$ cat config.mk
export PLATFORM = sky130hd
export DESIGN_NAME = encoder_8x3_scan
export DESIGN_NICKNAME = d
export VERILOG_FILES = /design/src/rtl/encoder_8x3_scan.sv
export SDC_FILE = /design/constraint.sdc
export NUM_CORES = 1
export LEC_CHECK = 0
export CAP_MARGIN = 20
export CORE_ASPECT_RATIO = 1.2
export CORE_UTILIZATION = 30
export CTS_CLUSTER_DIAMETER = 100
export DETAILED_ROUTE_END_ITERATION = 12
export GPL_TIMING_DRIVEN = 0
export HOLD_SLACK_MARGIN = 0.15
export PLACE_DENSITY = 0.56
export REMOVE_ABC_BUFFERS = 1
export SKIP_LAST_GASP = 1
export SLEW_MARGIN = 20
export SYNTH_ARGS = -nofsm -noshare
export SYNTH_HDL_FRONTEND = slang
export SYNTH_SLANG_ARGS = --single-unit
$ cat constraint.sdc
create_clock -name clk -period 2.6 [get_ports clk]
set_clock_uncertainty 0.1 [all_clocks]
set_input_delay 0.39 -clock clk [delete_from_list [all_inputs] [get_ports clk]]
set_output_delay 0.39 -clock clk [all_outputs]
set_load 0.05 [all_outputs]
$ cat src/rtl/encoder_8x3_scan.sv
// Sequential 8-to-3 priority encoder that latches requests and emits their indices, highest first, one per accepted handshake.
// Latency: one cycle from req_load to idx_valid when idle; backpressure: idx_out and idx_valid hold while idx_ready is low.
module encoder_8x3_scan #(
    parameter int N_IN  = 8,
    parameter int IDX_W = 3
) (
    input  logic             clk,
    input  logic             rst,
    input  logic [N_IN-1:0]  req_in,
    input  logic             req_load,
    output logic [IDX_W-1:0] idx_out,
    output logic             idx_valid,
    input  logic             idx_ready,
    output logic             busy,
    output logic             ovr,
    input  logic             ovr_clr
);

    typedef enum logic {
        IDLE  = 1'b0,
        OFFER = 1'b1
    } state_t;

    state_t           state;
    state_t           state_next;
    logic [N_IN-1:0]  pend;
    logic [N_IN-1:0]  pend_next;
    logic [N_IN-1:0]  served;
    logic [N_IN-1:0]  load;
    logic [IDX_W-1:0] idx_next;
    logic             ovr_next;
    logic             transfer;

    // Index of the highest set bit; an empty vector maps to index 0.
    function automatic logic [IDX_W-1:0] prio(input logic [N_IN-1:0] v);
        logic [IDX_W-1:0] p;
        p = '0;
        for (int i = 0; i < N_IN; i++) begin
            if (v[i]) begin
                p = IDX_W'(i);
            end
        end
        return p;
    endfunction

    assign idx_valid = (state == OFFER);
    assign transfer  = idx_valid & idx_ready;
    assign busy      = |pend;

    always_comb begin
        served = '0;
        if (transfer) begin
            served[idx_out] = 1'b1;
        end
        load      = req_load ? req_in : '0;
        pend_next = (pend & ~served) | load;
    end

    // A bit that is reloaded in the same edge it is served is not a lost request.
    always_comb begin
        ovr_next = ovr;
        if (|(load & pend & ~served)) begin
            ovr_next = 1'b1;
        end else if (ovr_clr) begin
            ovr_next = 1'b0;
        end
    end

    always_comb begin
        state_next = state;
        idx_next   = idx_out;
        case (state)
            IDLE: begin
                if (|pend_next) begin
                    state_next = OFFER;
                    idx_next   = prio(pend_next);
                end
            end
            OFFER: begin
                if (idx_ready) begin
                    if (|pend_next) begin
                        idx_next = prio(pend_next);
                    end else begin
                        state_next = IDLE;
                    end
                end
            end
            default: begin
                state_next = IDLE;
            end
        endcase
    end

    always_ff @(posedge clk or posedge rst) begin
        if (rst) begin
            state   <= IDLE;
            pend    <= '0;
            idx_out <= '0;
            ovr     <= 1'b0;
        end else begin
            state   <= state_next;
            pend    <= pend_next;
            idx_out <= idx_next;
            ovr     <= ovr_next;
        end
    end

endmodule

==> results of run 1 <==
layout by cell type (no fill, tap or decap), drive strengths merged, types with 2 or more instances in the layout:
cell	Yosys	final
a21oi	2	2
a31oi	2	2
clkbuf	1	4
clkdlybuf4s50	0	18
dfrtp	13	13
inv	12	12
mux2	3	3
nand2	18	18
nand3	3	3
nor2	2	2
nor3	2	2
o211ai	2	2
o21ai	19	19
o31ai	4	4
Yosys cell counts (2+ instances only):
library cell	instances
o31ai_1	3
o21ai_0	18
mux2_2	2
a21oi_1	2
inv_1	12
nand2_1	18
a31oi_1	2
nor2_1	2
nand3_1	3
nor3_1	2
o211ai_1	2
dfrtp_1	13
through the flow:
step                      std cells  cell area [sq um]  hold slack, ns
after floorplan                  98                837           0.167
after global placement          149               1060           0.415
after detailed placement        149               1060           0.431
after CTS                       153               1080           0.352
after global routing            153               1080           0.400
final                           153               1080           0.332
how the worst max path moves through the flow:
stage / end / depth (start not counted) / from / slack [ns]
after floorplan: idx_out[0] / 5 / idx_out[0] / 0.25
after global placement: idx_out[0] / 6 / idx_ready / -0.005
after detailed placement: idx_out[0] / 6 / idx_ready / -0.01
after CTS: busy / 3 / pend[2] / 0.16
after global routing: busy / 3 / pend[2] / 0.01
final: busy / 3 / pend[2] / 0.13
cell families (layout without fill, tap and decap cells):
kind of cell / count (synthesis) / in the layout / share of synthesized area, %
mux: 3 / 3 / 4.37
compound gates: 38 / 38 / 30.1
buf+inv: 15 / 34 / 7.86
flops: 13 / 13 / 37.8
simple gates: 32 / 32 / 19.8
registers in the layout, summed over array words and instances (netlist names):
| signal | count |
|---|---|
| pend | 8 |
| idx_out | 3 |
| idx_valid | 1 |
| ovr | 1 |
report_power, final:
part	switching, mW	leakage (nW)	internal, mW
clock network	0.0698	0.0150	0.0596
logic	0.121	0.298	0.0906
registers	0.0437	0.129	0.231
total	0.235	0.442	0.381
area by class of cell:
type	instances	area, sq um	area share, %
Timing Repair Buffer	18	180	16.6
Clock buffer	4	26.3	2.42
Tap cell	33	41.3	3.81
Multi-Input combinational cell	73	467	43.0
Inverter	12	45.0	4.15
Sequential cell	13	325	30.0
per-layer routing:
layer	wire length (um)	vias to the layer above
met5	0	-
met4	49	0
met3	84	7
met2	1020	29
met1	926	375
li1	-	403
==> results.json, run 1 <==
{
  "wl_mm": 2.08,
  "drtAntennaViolNets": 0,
  "layout.nets": 134,
  "crit_chain": "nor4_1 -> nand3_1 -> clkdlybuf4s50_1",
  "power_density_nw_per_um2": 568,
  "path_buf_inv": 1,
  "yosysWarnings": 0,
  "post_cts_buffers": 0,
  "grtUsageMet3_pct": 1.75,
  "syn-instance-count": 101,
  "fin_util_pct": 41.3,
  "clock_latency_ns": 0.28,
  "root_buffer": "clkbuf_4",
  "regToRegEndpoint": "idx_out[0]",
  "vias": 814,
  "grt.total_usage_pct": 15.4,
  "grt_pass1_wl_mm": 3.41,
  "cts.clk_slew.worst_paths_ns": 0.08,
  "place_congestion": 0.819,
  "setup_slack_ns": 0.132,
  "post_synth_main_area_contributors": "dfrtp_1 (38%), o21ai_0 (10%), nand2_1 (7.9%)",
  "num-fill-cells": 280,
  "crit_fanout": 7,
  "ctsResizeCount": 0,
  "port_buffers": 18,
  "vias_per_cell": 5.32,
  "die_x_um": 50.9,
  "wl_per_cell_um": 13.6,
  "place_ws_ns": -0.0125,
  "cts_tree": "yes",
  "power_mw": 0.616,
  "crit_type": "reg -> out",
  "start_kind": "register",
  "r2r-start": "idx_out[0]",
  "clock_path_buffers": 2,
  "syn2layout_area_growth_pct": 26.2,
  "antenna_found_initial": 0,
  "fp-row-count": 20,
  "fin_crit_ns": 2.47,
  "timing.final.crit_share_pct": 94.9,
  "grt_pass1_vias": 767,
  "reg2regPathDepth": 5,
  "yosys.cell_types.count": 34,
  "postCtsHoldBufs": 0,
  "drv_cap": 0,
  "rrSetupSlack_ns": 0.37,
  "synth-seq-area-share_pct": 37.8,
  "hp-class": "in -> async",
  "synth_area_sq_um": 860,
  "peakVddDrop_v": 0.000291,
  "dp_hpwl_mm": 1.56,
  "numCtsBuffers": 3,
  "maxSlewViolCount": 0,
  "hold_violations": 0,
  "drt-pass1-iter-count": 4,
  "avgSynthCellArea_sq_um": 8.51,
  "n_antenna_cell": 0,
  "start_util_pct": 32.7,
  "synthFlopType": "dfrtp_1",
  "grt_max_degree": 14,
  "max_stage_delay_ns": 0.71,
  "critPathArrivalTime_ns": 1.98,
  "rsz0062_at_grt": "false",
  "synth_top_area_share_pct": 37.8,
  "drive_gt1_share_pct": 9.17,
  "critPathCaptureType": "output pin",
  "cpMaxStageDelayCell": "clkdlybuf4s50_1",
  "route.detailed.drc": 0,
  "use_met1_pct": 18.3,
  "synth-seq-cells": 13,
  "ioPinCount": 19,
  "tns_ns": 0,
  "grt.met2_usage_pct": 26.9,
  "cpLargestDelayFamily": "buffers and inverters",
  "dr.first_iter.drc_count": 50,
  "worstMarginPinSlew_ns": 0.631,
  "synth_enable_flop_cells": 0,
  "dieArea_sq_um": 3080,
  "synth_top_area_cell": "dfrtp_1",
  "htreeDepth": 1,
  "busiest_layer": "met2",
  "async_flop_share_pct": 100,
  "required_ns": 2.11,
  "die_y_um": 60.6,
  "slew_headroom_pct": 57.5,
  "setup_viol_count_final": 0,
  "fp.coreArea_sq_um": 2630,
  "grt_overflow": 0,
  "clkSinkCount": 13,
  "fmax_mhz": 405,
  "status": "completed",
  "power_leakage_nw": 0.442
}
(Power assumes the default switching activity.)
==> inputs of run 2 (changes only) <==
Settings changed: CORE_UTILIZATION 30 to 49, PLACE_DENSITY 0.56 to 0.82.
==> run 2 against run 1 <==
Combinational power about the same; critical path depth increased by 3; core utilization increased by 24 points; worst hold slack improved by 0.021 ns; non-clock buffer count is the same; maximum frequency decreased by 0.48%; sequential power is essentially flat; setup slack lost 0.012 ns; register-to-register slack got worse by 0.11 ns; design area fell by 1.7%.
==> results.json, run 2 (synthesized netlist as in run 1, its figures left out) <==
{
  "status": "completed",
  "crit_fanout": 5,
  "fp-row-count": 16,
  "wl_mm": 2.10,
  "tns_ns": 0,
  "post_cts_buffers": 0,
  "power_frac_seq_pct": 44.5,
  "timing.final.crit_share_pct": 95.4,
  "combPwrFrac_pct": 34.6,
  "drt-pass1-iter-count": 4,
  "power_density_nw_per_um2": 577,
  "largest_reg_flops": 8,
  "largest_register": "pend",
  "vias_per_cell": 6.41,
  "fp.coreArea_sq_um": 1640,
  "drv_cap": 0,
  "grt_overflow": 0,
  "intPower_mw": 0.381,
  "grt_pass1_vias": 718,
  "grt.total_usage_pct": 23.8,
  "postCtsHoldBufs": 0,
  "clkSinkCount": 13,
  "clock_path_buffers": 2,
  "die_y_um": 47.9,
  "ctsResizeCount": 0,
  "numCtsBuffers": 3,
  "port_buffers": 18,
  "cts.clk_slew.worst_paths_ns": 0.08,
  "crit_type": "in -> reg",
  "syn2layout_area_growth_pct": 24.0,
  "place_congestion": 0.909,
  "regToRegEndpoint": "idx_out[0]",
  "critPathCaptureType": "register",
  "worstMarginPinSlew_ns": 0.653,
  "slew_headroom_pct": 56.0,
  "power_frac_clock_pct": 20.9,
  "peakVddDrop_v": 0.000292,
  "fin_crit_ns": 2.48,
  "die_x_um": 40.2,
  "power_leakage_nw": 0.442,
  "rrSetupSlack_ns": 0.26,
  "place_ws_ns": -0.0802,
  "vias": 885,
  "place_area_sq_um": 1040,
  "setup_slack_ns": 0.120,
  "cts_tree": "yes",
  "worstSetupStartpoint": "idx_ready",
  "hold_violations": 0,
  "p_sw_mw": 0.234,
  "n_antenna_cell": 0,
  "htreeDepth": 1,
  "setup_viol_count_final": 0,
  "num-fill-cells": 153,
  "drtAntennaViolNets": 0,
  "clock_latency_ns": 0.28,
  "crit_end": "idx_out[0]",
  "grt_max_degree": 14,
  "final_cell_mix": "nand2_1 (18), o21ai_0 (18), clkdlybuf4s50_1 (18)",
  "swShare_pct": 38.0,
  "route.detailed.drc": 0,
  "rsz0062_at_grt": "false",
  "top_regs": "pend: 8 flops, idx_out: 3 flops",
  "fmax_mhz": 403,
  "grt_pass1_wl_mm": 3.01,
  "critPathArrivalTime_ns": 2.55,
  "reg2regPathDepth": 5,
  "start_kind": "input pin",
  "r2r-start": "idx_out[0]",
  "drive_gt1_share_pct": 9.17,
  "ioPinCount": 19,
  "root_buffer": "clkbuf_4",
  "start_util_pct": 52.4,
  "stdcell_area_sq_um": 1070,
  "layout.nets": 134,
  "wl_per_cell_um": 15.2,
  "hp-class": "in -> async",
  "maxSlewViolCount": 0,
  "dr.first_iter.drc_count": 35,
  "antenna_found_initial": 0,
  "required_ns": 2.67,
  "dp_hpwl_mm": 1.59,
  "dieArea_sq_um": 1930
}
## run 2: critical path, stage by stage
cell and delay [ns]:
clkdlybuf4s50_1 0.56, nand3b_4 0.12, a2111oi_0 0.46, o21ai_0 0.35, o31ai_2 0.30, mux2_2 0.36
## run 2: per-stage QoR
stage | std cells | power [mW] | hold slack (ns) | util, %
floorplan | 98 | 0.411 | 0.167 | -
global placement | 134 | 0.481 | 0.413 | 63.3
finish | 138 | 0.615 | 0.353 | 64.9
CTS | 138 | 0.615 | 0.363 | 64.9
detailed placement | 134 | 0.488 | 0.421 | 63.3
global route | 138 | 0.646 | 0.404 | 64.9
## run 2: final cells by class
cell class | instances | area, sq um | share of cell area [%]
Clock buffer | 4 | 26.3 | 2.46
Inverter | 12 | 45.0 | 4.23
Timing Repair Buffer | 18 | 180 | 16.9
Tap cell | 18 | 22.5 | 2.11
Multi-Input combinational cell | 73 | 467 | 43.8
Sequential cell | 13 | 325 | 30.5
## run 2: how the worst min path moves through the flow
stage / from / to / slack (ns)
2_1_floorplan: rst / idx_out[0] / 0.17
3_3_place_gp: ovr / ovr / 0.41
3_5_place_dp: ovr / ovr / 0.42
4_1_cts: rst / pend[4] / 0.36
5_1_grt: rst / pend[1] / 0.40
6_report: rst / pend[4] / 0.35
## run 2: routing by layer
metal	part of all wire [%]	vias up	GRT usage (%)
met5	0	-	0
met2	50	47	40.3
met4	4.1	0	14.7
li1	-	404	-
met1	40	423	28.1
met3	6.4	11	2.79
## run 2: power groups by stage
stage	combinational, mW	sequential (mW)	clock [mW]
2_1_floorplan	0.112	0.299	0
3_3_place_gp	0.207	0.274	0
3_5_place_dp	0.211	0.277	0
4_1_cts	0.212	0.272	0.131
5_1_grt	0.231	0.278	0.137
6_report	0.213	0.274	0.128
==> inputs of run 3 (changes only) <==
Settings changed: ABC_AREA set to 1, CORE_ASPECT_RATIO 1.2 to not set, CORE_UTILIZATION 49 to 46, PLACE_DENSITY 0.82 to 0.8.
==> run 3 against run 2 <==
Worst hold slack worse by 0.022 ns; first-iteration DRC count down 49%; synthesized area down 14%; register-to-register slack better by 0.62 ns; die area down 7.9%; critical path depth down 3; sequential share of layout area up 3.3 points; power down 13%; cell count unchanged.
==> results.json, run 3 <==
{
  "status": "completed",
  "peakVddDrop_v": 0.000270,
  "syn-instance-count": 101,
  "dp_hpwl_mm": 1.34,
  "htreeDepth": 1,
  "instances_no_fill": 138,
  "synth-seq-area-share_pct": 43.9,
  "grt_max_degree": 14,
  "fin_crit_ns": 2.23,
  "yosysWarnings": 0,
  "r2r-start": "idx_out[2]",
  "cpMaxStageDelayCell": "clkdlybuf4s50_1",
  "grt_pass1_vias": 675,
  "fp.coreArea_sq_um": 1510,
  "start_kind": "register",
  "n_antenna_cell": 0,
  "grt.total_usage_pct": 21.7,
  "dr_wl_met3_um": 101,
  "worstMarginPinSlew_ns": 0.498,
  "async_flop_share_pct": 100,
  "synthFlopType": "dfrtp_1",
  "critPathArrivalTime_ns": 1.74,
  "top_layer_used": "met4",
  "ioPinCount": 19,
  "route.detailed.drc": 0,
  "port_buffers": 18,
  "setup_viol_count_final": 0,
  "post_synth_main_area_contributors": "dfrtp_1 (44%), nand2_1 (19%), inv_1 (6.1%)",
  "drtAntennaViolNets": 0,
  "crit_chain": "nor4_1 -> nand2_1 -> clkdlybuf4s50_1",
  "cts_tree": "yes",
  "final_common_cell": "nand2_1",
  "hp-class": "in -> async",
  "dieArea_sq_um": 1770,
  "ctsResizeCount": 0,
  "cts.clk_slew.worst_paths_ns": 0.08,
  "synth_enable_flop_cells": 0,
  "fmax_mhz": 449,
  "top_regs": "pend: 8 flops, idx_out: 3 flops",
  "stdcell_area_sq_um": 962,
  "required_ns": 2.11,
  "ys_top_cells_by_count": "nand2_1 (37), dfrtp_1 (13), inv_1 (12)",
  "syn2layout_area_growth_pct": 29.9,
  "die_x_um": 42.1,
  "synth_area_sq_um": 741,
  "place_area_sq_um": 936,
  "crit_fanout": 2,
  "tns_ns": 0,
  "clock_latency_ns": 0.28,
  "place_congestion": 0.805,
  "synth_top_area_share_pct": 43.9,
  "drv_cap": 0,
  "wirelength_met1_um": 744,
  "num-fill-cells": 141,
  "grt_overflow": 0,
  "dp.cells": 134,
  "die_y_um": 42.1,
  "vias": 717,
  "wl_mm": 1.66,
  "numCtsBuffers": 3,
  "max_stage_delay_ns": 0.70,
  "rsz0062_at_grt": "false",
  "clkSinkCount": 13,
  "dr.first_iter.drc_count": 18,
  "largest_register": "pend",
  "layout.nets": 136,
  "avgSynthCellArea_sq_um": 7.33,
  "final_cell_mix": "nand2_1 (37), clkdlybuf4s50_1 (18), dfrtp_1 (13)",
  "synth-seq-cells": 13,
  "power_density_nw_per_um2": 555,
  "root_buffer": "clkbuf_4",
  "synth_top_area_cell": "dfrtp_1",
  "hold_violations": 0,
  "worstSetupStartpoint": "pend[1]",
  "maxSlewViolCount": 0,
  "start_util_pct": 49.2,
  "drt-pass1-iter-count": 4,
  "wl_per_cell_um": 12.0,
  "post_cts_buffers": 0,
  "postCtsHoldBufs": 0,
  "vias_per_cell": 5.20,
  "antenna_found_initial": 0,
  "slew_headroom_pct": 66.7,
  "yosys.cell_types.count": 19,
  "clock_path_buffers": 2,
  "fp-row-count": 14,
  "wl_met2_um": 778,
  "critPathCaptureType": "output pin",
  "grt_pass1_wl_mm": 2.89,
  "timing.final.crit_share_pct": 85.6,
  "crit_type": "reg -> out",
  "largest_reg_flops": 8,
  "power_leakage_nw": 0.464,
  "drive_gt1_share_pct": 17.2,
  "yosysMostFrequentCell": "nand2_1"
}
[run 3: path summary, 6_finish.rpt]
check	end	depth (start not counted)	slack, ns
setup / recovery	busy	3	0.37
hold / removal	idx_valid	2	0.33
setup reg to reg	idx_out[1]	10	0.88
hold reg to reg	pend[0]	2	0.46
max in group asynchronous	pend[2]	2	1.73
min in group clk	pend[0]	2	0.46
[run 3: layout make-up]
class | instances | area [sq um] | area share, %
clock buffers | 4 | 26.3 | 2.73
inverters | 13 | 48.8 | 5.07
multi-input cells | 74 | 362 | 37.6
flip-flops and latches | 13 | 325 | 33.8
well taps | 16 | 20.0 | 2.08
repair buffers | 18 | 180 | 18.7
[run 3: metal layers]
layer	vias up	global-route usage [%]
met3	4	6.47
met2	23	34.7
met5	-	0
met4	0	8.13
li1	363	-
met1	327	27.9
[run 3: worst max-delay path, delay by kind of cell (launching register included)]
kind	cells	cell delay, ns
buf+inv	1	0.70
flops	1	0.39
simple gates	2	0.37
[run 3: report_power, final]
group	leakage (nW)	switching (mW)	internal, mW
clock	0.0150	0.0670	0.0595
combinational	0.320	0.101	0.0599
sequential	0.130	0.0207	0.226
[run 3: cells by family after synthesis]
kind of cell    Yosys count  share of synthesized area, %
compound gates           12                          10.5
buf+inv                  14                          7.26
flops                    13                          43.9
simple gates             62                          38.3
[run 3: metrics by stage]
stage / power, mW / utilization [%] / setup slack, ns / hold slack [ns]
finish: 0.534 / 63.9 / 0.374 / 0.330
global route: 0.567 / 63.9 / 0.274 / 0.398
CTS: 0.534 / 63.9 / 0.371 / 0.352
detailed placement: 0.411 / 62.1 / 0.410 / 0.431
global placement: 0.406 / 62.1 / 0.466 / 0.424
floorplan: 0.354 / - / 0.769 / 0.167
